### src/rtl/mac_fcs_tx_ctrl_pkg.sv
// Shared types and constants for the MAC transmit FCS sequencer.
package mac_fcs_tx_ctrl_pkg;

  typedef enum logic [2:0] {
    IDLE,
    INIT,
    DATA,
    PAD,
    WAIT_CRC,
    FCS
  } fcs_state_e;

  localparam int          FCS_BYTES = 4;
  localparam logic [31:0] CRC_SEED  = 32'hFFFF_FFFF;

  // Byte counter increment that sticks at all-ones instead of wrapping.
  function automatic logic [15:0] sat_inc16(input logic [15:0] v);
    return (v == 16'hFFFF) ? v : v + 16'd1;
  endfunction

endpackage

### src/rtl/mac_fcs_tx_ctrl_if.sv
// Byte-wide valid/ready stream with an end-of-frame marker; used for both framer and PHY sides.
interface mac_fcs_tx_ctrl_if;
  logic       valid;
  logic       ready;
  logic [7:0] data;
  logic       last;

  modport master (output valid, output data, output last, input  ready);
  modport slave  (input  valid, input  data, input  last, output ready);
endinterface

### src/rtl/mac_fcs_tx_ctrl.sv
// Sequences a byte-wide CRC32 engine: forwards frame bytes, waits for the CRC, appends 4 FCS bytes.
// Optional runt padding to MIN_LEN bytes is enabled by defining MAC_FCS_PAD_EN.
module mac_fcs_tx_ctrl
  import mac_fcs_tx_ctrl_pkg::*;
#(
  parameter int CRC_WAIT_MAX = 8,
  parameter int MIN_LEN      = 60,
  parameter bit FCS_INVERT   = 1'b1
) (
  input  logic                clk,
  input  logic                rst,
  mac_fcs_tx_ctrl_if.slave    s,
  mac_fcs_tx_ctrl_if.master   m,
  output logic                crc_init,
  output logic                crc_vld_o,
  output logic [7:0]          crc_data_o,
  output logic                crc_last_o,
  input  logic [31:0]         crc_out,
  input  logic                crc_valid,
  output logic                busy,
  output logic                crc_timeout,
  output logic [15:0]         frame_cnt
);

`ifdef MAC_FCS_PAD_EN
  localparam bit PAD_EN = 1'b1;
`else
  localparam bit PAD_EN = 1'b0;
`endif

  localparam int              WCW       = $clog2(CRC_WAIT_MAX) + 1;
  localparam logic [WCW-1:0]  WAIT_LAST = WCW'(CRC_WAIT_MAX - 1);
  localparam logic [1:0]      IDX_LAST  = 2'(FCS_BYTES - 1);

  fcs_state_e     state_q,     state_d;
  logic [15:0]    byte_cnt_q,  byte_cnt_d;
  logic [31:0]    fcs_q,       fcs_d;
  logic [15:0]    frame_cnt_q, frame_cnt_d;
  logic [1:0]     idx_q,       idx_d;
  logic [WCW-1:0] wait_cnt_q,  wait_cnt_d;

  logic [15:0]    cnt_inc;
  logic [31:0]    crc_fcs;
  logic           fcs_last;

  assign cnt_inc   = sat_inc16(byte_cnt_q);
  assign crc_fcs   = FCS_INVERT ? ~crc_out : crc_out;
  assign fcs_last  = (idx_q == IDX_LAST);
  assign busy      = (state_q != IDLE);
  assign frame_cnt = frame_cnt_q;

  // NOTE: state registers use non-blocking assignments so every flop samples pre-edge values.
  always_ff @(posedge clk) begin
    if (rst) begin
      state_q     <= IDLE;
      byte_cnt_q  <= '0;
      fcs_q       <= '0;
      frame_cnt_q <= '0;
      idx_q       <= '0;
      wait_cnt_q  <= '0;
    end else begin
      state_q     <= state_d;
      byte_cnt_q  <= byte_cnt_d;
      fcs_q       <= fcs_d;
      frame_cnt_q <= frame_cnt_d;
      idx_q       <= idx_d;
      wait_cnt_q  <= wait_cnt_d;
    end
  end

  // NOTE: every output of this block gets a default first, so no path can infer a latch.
  always_comb begin
    state_d     = state_q;
    byte_cnt_d  = byte_cnt_q;
    fcs_d       = fcs_q;
    frame_cnt_d = frame_cnt_q;
    idx_d       = idx_q;
    wait_cnt_d  = wait_cnt_q;
    s.ready     = 1'b0;
    m.valid     = 1'b0;
    m.data      = 8'h00;
    m.last      = 1'b0;
    crc_init    = 1'b0;
    crc_vld_o   = 1'b0;
    crc_data_o  = 8'h00;
    crc_last_o  = 1'b0;
    crc_timeout = 1'b0;

    case (state_q)
      IDLE: begin
        byte_cnt_d = '0;
        if (s.valid) state_d = INIT;
      end

      INIT: begin
        crc_init   = 1'b1;
        idx_d      = '0;
        wait_cnt_d = '0;
        state_d    = DATA;
      end

      DATA: begin
        s.ready = m.ready;
        m.valid = s.valid;
        m.data  = s.data;
        if (s.valid && m.ready) begin
          crc_vld_o  = 1'b1;
          crc_data_o = s.data;
          byte_cnt_d = cnt_inc;
          if (s.last) begin
            // Runt check uses the count including the byte being transferred now.
            if (PAD_EN && (cnt_inc < 16'(MIN_LEN))) begin
              state_d = PAD;
            end else begin
              crc_last_o = 1'b1;
              state_d    = WAIT_CRC;
            end
          end
        end
      end

`ifdef MAC_FCS_PAD_EN
      PAD: begin
        m.valid = 1'b1;
        if (m.ready) begin
          crc_vld_o  = 1'b1;
          byte_cnt_d = cnt_inc;
          if (cnt_inc >= 16'(MIN_LEN)) begin
            crc_last_o = 1'b1;
            state_d    = WAIT_CRC;
          end
        end
      end
`endif

      WAIT_CRC: begin
        if (crc_valid) begin
          fcs_d   = crc_fcs;
          state_d = FCS;
        end else if (wait_cnt_q == WAIT_LAST) begin
          // Engine never answered: still close the frame with whatever it presents.
          crc_timeout = 1'b1;
          fcs_d       = crc_fcs;
          state_d     = FCS;
        end else begin
          wait_cnt_d = wait_cnt_q + WCW'(1);
        end
      end

      FCS: begin
        m.valid = 1'b1;
        m.data  = fcs_q[8*idx_q +: 8];
        m.last  = fcs_last;
        if (m.ready) begin
          idx_d = idx_q + 2'd1;
          if (fcs_last) begin
            frame_cnt_d = frame_cnt_q + 16'd1;
            byte_cnt_d  = '0;
            state_d     = IDLE;
          end
        end
      end

      default: state_d = IDLE;
    endcase
  end

endmodule
### src/flat_wrapper.sv
// flat-port wrapper written by rule: the top's interface ports become plain ports
module mac_fcs_tx_ctrl_flat import mac_fcs_tx_ctrl_pkg::*;
#(
  parameter int CRC_WAIT_MAX = 8,
  parameter int MIN_LEN      = 60,
  parameter bit FCS_INVERT   = 1'b1
)
  (clk, rst, crc_init, crc_vld_o, crc_data_o, crc_last_o, crc_out, crc_valid, busy, crc_timeout, frame_cnt, s_valid, s_data, s_last, s_ready, m_valid, m_data, m_last, m_ready);
  mac_fcs_tx_ctrl_if s_i ();
  mac_fcs_tx_ctrl_if m_i ();
  input  logic clk;
  input  logic rst;
  output logic crc_init;
  output logic crc_vld_o;
  output logic [7:0] crc_data_o;
  output logic crc_last_o;
  input  logic [31:0] crc_out;
  input  logic crc_valid;
  output logic busy;
  output logic crc_timeout;
  output logic [15:0] frame_cnt;
  input wire logic [$bits(s_i.valid)-1:0] s_valid;
  input wire logic [$bits(s_i.data)-1:0] s_data;
  input wire logic [$bits(s_i.last)-1:0] s_last;
  output wire logic [$bits(s_i.ready)-1:0] s_ready;
  output wire logic [$bits(m_i.valid)-1:0] m_valid;
  output wire logic [$bits(m_i.data)-1:0] m_data;
  output wire logic [$bits(m_i.last)-1:0] m_last;
  input wire logic [$bits(m_i.ready)-1:0] m_ready;
  assign s_i.valid = s_valid;
  assign s_i.data = s_data;
  assign s_i.last = s_last;
  assign s_ready = s_i.ready;
  assign m_valid = m_i.valid;
  assign m_data = m_i.data;
  assign m_last = m_i.last;
  assign m_i.ready = m_ready;
  mac_fcs_tx_ctrl #(.CRC_WAIT_MAX(CRC_WAIT_MAX), .MIN_LEN(MIN_LEN), .FCS_INVERT(FCS_INVERT)) u_core (.clk(clk), .rst(rst), .s(s_i), .m(m_i), .crc_init(crc_init), .crc_vld_o(crc_vld_o), .crc_data_o(crc_data_o), .crc_last_o(crc_last_o), .crc_out(crc_out), .crc_valid(crc_valid), .busy(busy), .crc_timeout(crc_timeout), .frame_cnt(frame_cnt));
endmodule
### config.mk
export PLATFORM = sky130hd
export DESIGN_NAME = mac_fcs_tx_ctrl_flat
export DESIGN_NICKNAME = d
export VERILOG_FILES = /design/src/rtl/mac_fcs_tx_ctrl_pkg.sv /design/src/rtl/mac_fcs_tx_ctrl_if.sv /design/src/rtl/mac_fcs_tx_ctrl.sv /design/src/flat_wrapper.sv
export SDC_FILE = /design/constraint.sdc
export NUM_CORES = 1
export LEC_CHECK = 0
export BUFFER_PORTS_ARGS = -buffer_cell sky130_fd_sc_hd__clkbuf_2
export CORE_MARGIN = 2
export CORE_UTILIZATION = 45
export CTS_CLUSTER_DIAMETER = 40
export CTS_CLUSTER_SIZE = 25
export DETAILED_ROUTE_END_ITERATION = 12
export PLACE_DENSITY = 0.75
export SYNTH_ARGS = -nofsm -noshare
export SYNTH_HDL_FRONTEND = slang
export SYNTH_SLANG_ARGS = --single-unit
### constraint.sdc
create_clock -name clk -period 1.9 [get_ports clk]
set_input_delay 0.095 -clock clk [delete_from_list [all_inputs] [get_ports clk]]
set_output_delay 0.095 -clock clk [all_outputs]
set_load 0.01 [all_outputs]
==> results list <==
- Core area: 5610 µm²
* Post-detailed-routing wire length: between 7000 and 8000 µm
- Area delta synth->final: 43.9%
* Routed len/inst: ~15 µm
- VDD IR-drop max: roughly 0.00057 V
- Clock skew on the completed layout was measured at between 0.009 and 0.01 ns.
- Number of placed instances, taps included: 438
- The count of nets left with antenna violations once routing finished came out at 0.
- Leading area contributor after synthesis: sky130_fd_sc_hd__dfxtp_1
- Using the TritonRoute via totals, the vias-per-cell ratio works out to around 5.4.
* Global-route wire length before repair: roughly 11000 µm
- Top-area cell type share of the netlist area: 0.429
- TritonCTS clock tree: yes
* Violation count after the first detailed-routing iteration: about 200
* Setup repair after global routing missed its margin: false
- Clock transition time at the flip-flop clock pins of the worst setup and hold paths: roughly 0.06 ns
- Pin count of the biggest net entering global routing: 65
- Number of distinct library cell variants in the gate-level netlist after synthesis: 38
- In this run the tool buffered the top-level ports with 85 buffer cells.
- The floorplan has 27 rows.
- Number of antenna violations at the first check in global routing: 0
* Number of I/O pins: 86
* Total power divided by cell area: 762 nW/µm²
- Leading cell type in the layout, fill and taps excluded: sky130_fd_sc_hd__clkbuf_2
- STA classifies the critical path startpoint as a flop.
- The detailed router placed 2645 vias in this run.
- Worst slew slack as a fraction of its limit: 0.586
* Proportion of layout cells with a drive suffix above 1: 0.325
- Across all setup checks in the final design, the least slack found is 0.0389 ns.
- Setup violations remaining at the end of the flow were counted as 0.
- Switching part of the total: 0.220
- CTS Root Cell: sky130_fd_sc_hd__clkbuf_8
- Remaining design rule violation count: 0
* Critical path type: reg -> out
- In the post-synthesis netlist, the biggest area contributors are sky130_fd_sc_hd__dfxtp_1, sky130_fd_sc_hd__a211oi_1, sky130_fd_sc_hd__mux4_2.
- GPL Wtd Cong: 0.777
- In the global route stage, overall resource usage came out at 0.226.
* Post-layout instance count excluding filler cells: about 500
- Total Nets Final: 460
* Synth Area per Inst: ~9.1 µm²
- Leading cell types in the layout, fill and taps excluded: sky130_fd_sc_hd__clkbuf_2, sky130_fd_sc_hd__dfxtp_1, sky130_fd_sc_hd__nor2_1, sky130_fd_sc_hd__a211oi_1, sky130_fd_sc_hd__dlygate4sd3_1
* Critical path required time: approximately 1.8 ns
- Die Wd: between 80 and 90 µm
- Cts bufs inserted: 9
* Final-report hold violation count: 0
* Sequential group share of total power: 0.423
- Area enclosed by the die boundary: 6540 µm²
- Number of max-slew violations in the final report: 0
* Yosys Warn Count: 0
- Fin area: ~3800 µm²
- Flip-flop and latch count after synthesis: 57
* Worst EP arrival: approximately 1.8 ns
* Place WS: ~0.070 ns
* Max FO, Critical Path: 5
- Switching Power: about 0.64 mW
* Slew @ Worst Pin: slightly above 0.6 ns
- Summing all placed instances gives a cell area of approximately 3200 µm².
- The H-tree was split into 3 levels.
- Detailed placement ended at an HPWL of between 4000 and 5000 µm.
- Overflow after GRT: 0
* Top flip-flop cell by instance count after synthesis: sky130_fd_sc_hd__dfxtp_1
* Proportion of register bits with asynchronous set or reset after synthesis: 0
* Count of maximum capacitance violations: 0
* Vias in the first global route: about 2400
* Sequential fraction of the synthesis area: 0.429
- Static leakage: about 1.5 nW
* Detailed Routing Iterations Pass 1: 4
- Clk network pwr share: 0.474
* Antenna diode count: 0
* Effective utilization at floorplan: 0.474
- The clock passes through at most 2 buffers.
- Synthesis produced a netlist with a net count of roughly 340.
* Fmax: between 500 and 600 MHz
- The worst setup path is captured at an output port.
* Sinks on Clock Net: 57
- Later-pin clock latency in the skew report: 0.34 ns
- In this run the cell area of the synthesized design comes to between 2000 and 3000 µm².
* Power share of the combinational group: 0.103
- The flow ran to the end, and the final reports show no timing, DRC or antenna violations.
- In the synthesized netlist, the number of instances is slightly below 300.
- Of the available clock period, the critical path in the final layout requires 0.980.
* Path class of the lowest-slack min-delay path: in -> reg
* Total internal power: approximately 2.3 mW
- The synthesized design contains 0 enable-type register cells.
- Setup total negative slack on the finished layout was measured at 0 ns.
* Die height: a little over 80 µm
* Post-route minimum period: between 1.5 and 2 ns
[what timing repair did]
action,CTS,global route
setup buffers,1,0
hold buffers,32,0
endpoints found under the hold margin,32,0
cloned,0,1
endpoints found under the setup margin,1,24
resized for setup,1,10
[cell type report]
type	instances	area, µm²
Inverter	4	15.0
Tap cell	72	90.1
Sequential cell	57	1140
Multi-Input combinational cell	206	1420
Fill cell	426	1780
Clock inverter	6	105
Clock buffer	10	138
Timing Repair Buffer	133	916
[per-stage QoR]
stage               utilization  hold slack, ns  power, mW
finish                    0.682           0.176       2.92
global route              0.682           0.207       3.01
CTS                       0.673           0.167       2.92
detailed placement        0.570           0.279       1.50
global placement          0.570           0.275       1.50
floorplan                     -           0.191       1.39
[state kept, by name, indices dropped and copies added (netlist names)]
name,count
u_core.wait_cnt_q,4
u_core.frame_cnt,16
u_core.state_q,3
u_core.fcs_q,32
u_core.idx_q,2
[cells in the mapped netlist (all sizes together) (9+ instances only)]
| master | instances |
|---|---|
| dfxtp | 57 |
| nor2 | 43 |
| a211oi | 33 |
| clkbuf | 17 |
| a21oi | 13 |
| o21ai | 12 |
| and2 | 10 |
| nand2 | 10 |
| nor3 | 9 |
| xnor2 | 9 |
[final timing paths]
check | startpoint | cells after the start | endpoint | slack (ns)
hold reg to reg | u_core.frame_cnt[15] | 2 | u_core.frame_cnt[15] | 0.50
setup / recovery | u_core.idx_q[0] | 4 | m_data[1] | 0.04
setup reg to reg | u_core.idx_q[0] | 5 | u_core.frame_cnt[12] | 0.09
hold / removal | m_ready | 3 | u_core.idx_q[1] | 0.18
[worst max-delay path: stages (launching register included)]
cell and delay [ns]:
sky130_fd_sc_hd__dfxtp_4 0.38, sky130_fd_sc_hd__buf_8 0.14, sky130_fd_sc_hd__mux4_2 0.55, sky130_fd_sc_hd__a22o_1 0.25, sky130_fd_sc_hd__clkbuf_2 0.12
[cells by family (layout without fill, tap and decap cells)]
kind of cell             after synthesis  in the layout  share of synthesized area
flip-flops                            57             57                      0.429
multiplexers                          10             10                     0.0758
AO/OA/AOI/OAI                         69             69                      0.176
AND/OR/NAND/NOR                      115            115                      0.226
buffers and inverters                 29            153                     0.0485
adder cells (fa/ha/maj)                3              3                     0.0141
XOR/XNOR                               9              9                     0.0296
[power by group through the flow]
stage	Clock, mW	Combinational [mW]	Sequential [mW]
3_3_place_gp	0	0.236	1.26
3_5_place_dp	0	0.239	1.26
4_1_cts	1.40	0.292	1.23
5_1_grt	1.44	0.327	1.24
6_report	1.38	0.300	1.24
2_1_floorplan	0	0.135	1.26
[metal layers]
metal / vias to the layer above / track usage / share of wire / wire [µm]
met5: - / 0 / 0 / 0
met4: 0 / 0.0881 / 0.020 / 144
met3: 17 / 0.0411 / 0.055 / 402
met2: 86 / 0.384 / 0.50 / 3620
met1: 1242 / 0.284 / 0.43 / 3130
li1: 1300 / - / - / -
(Power assumes the default switching activity.)
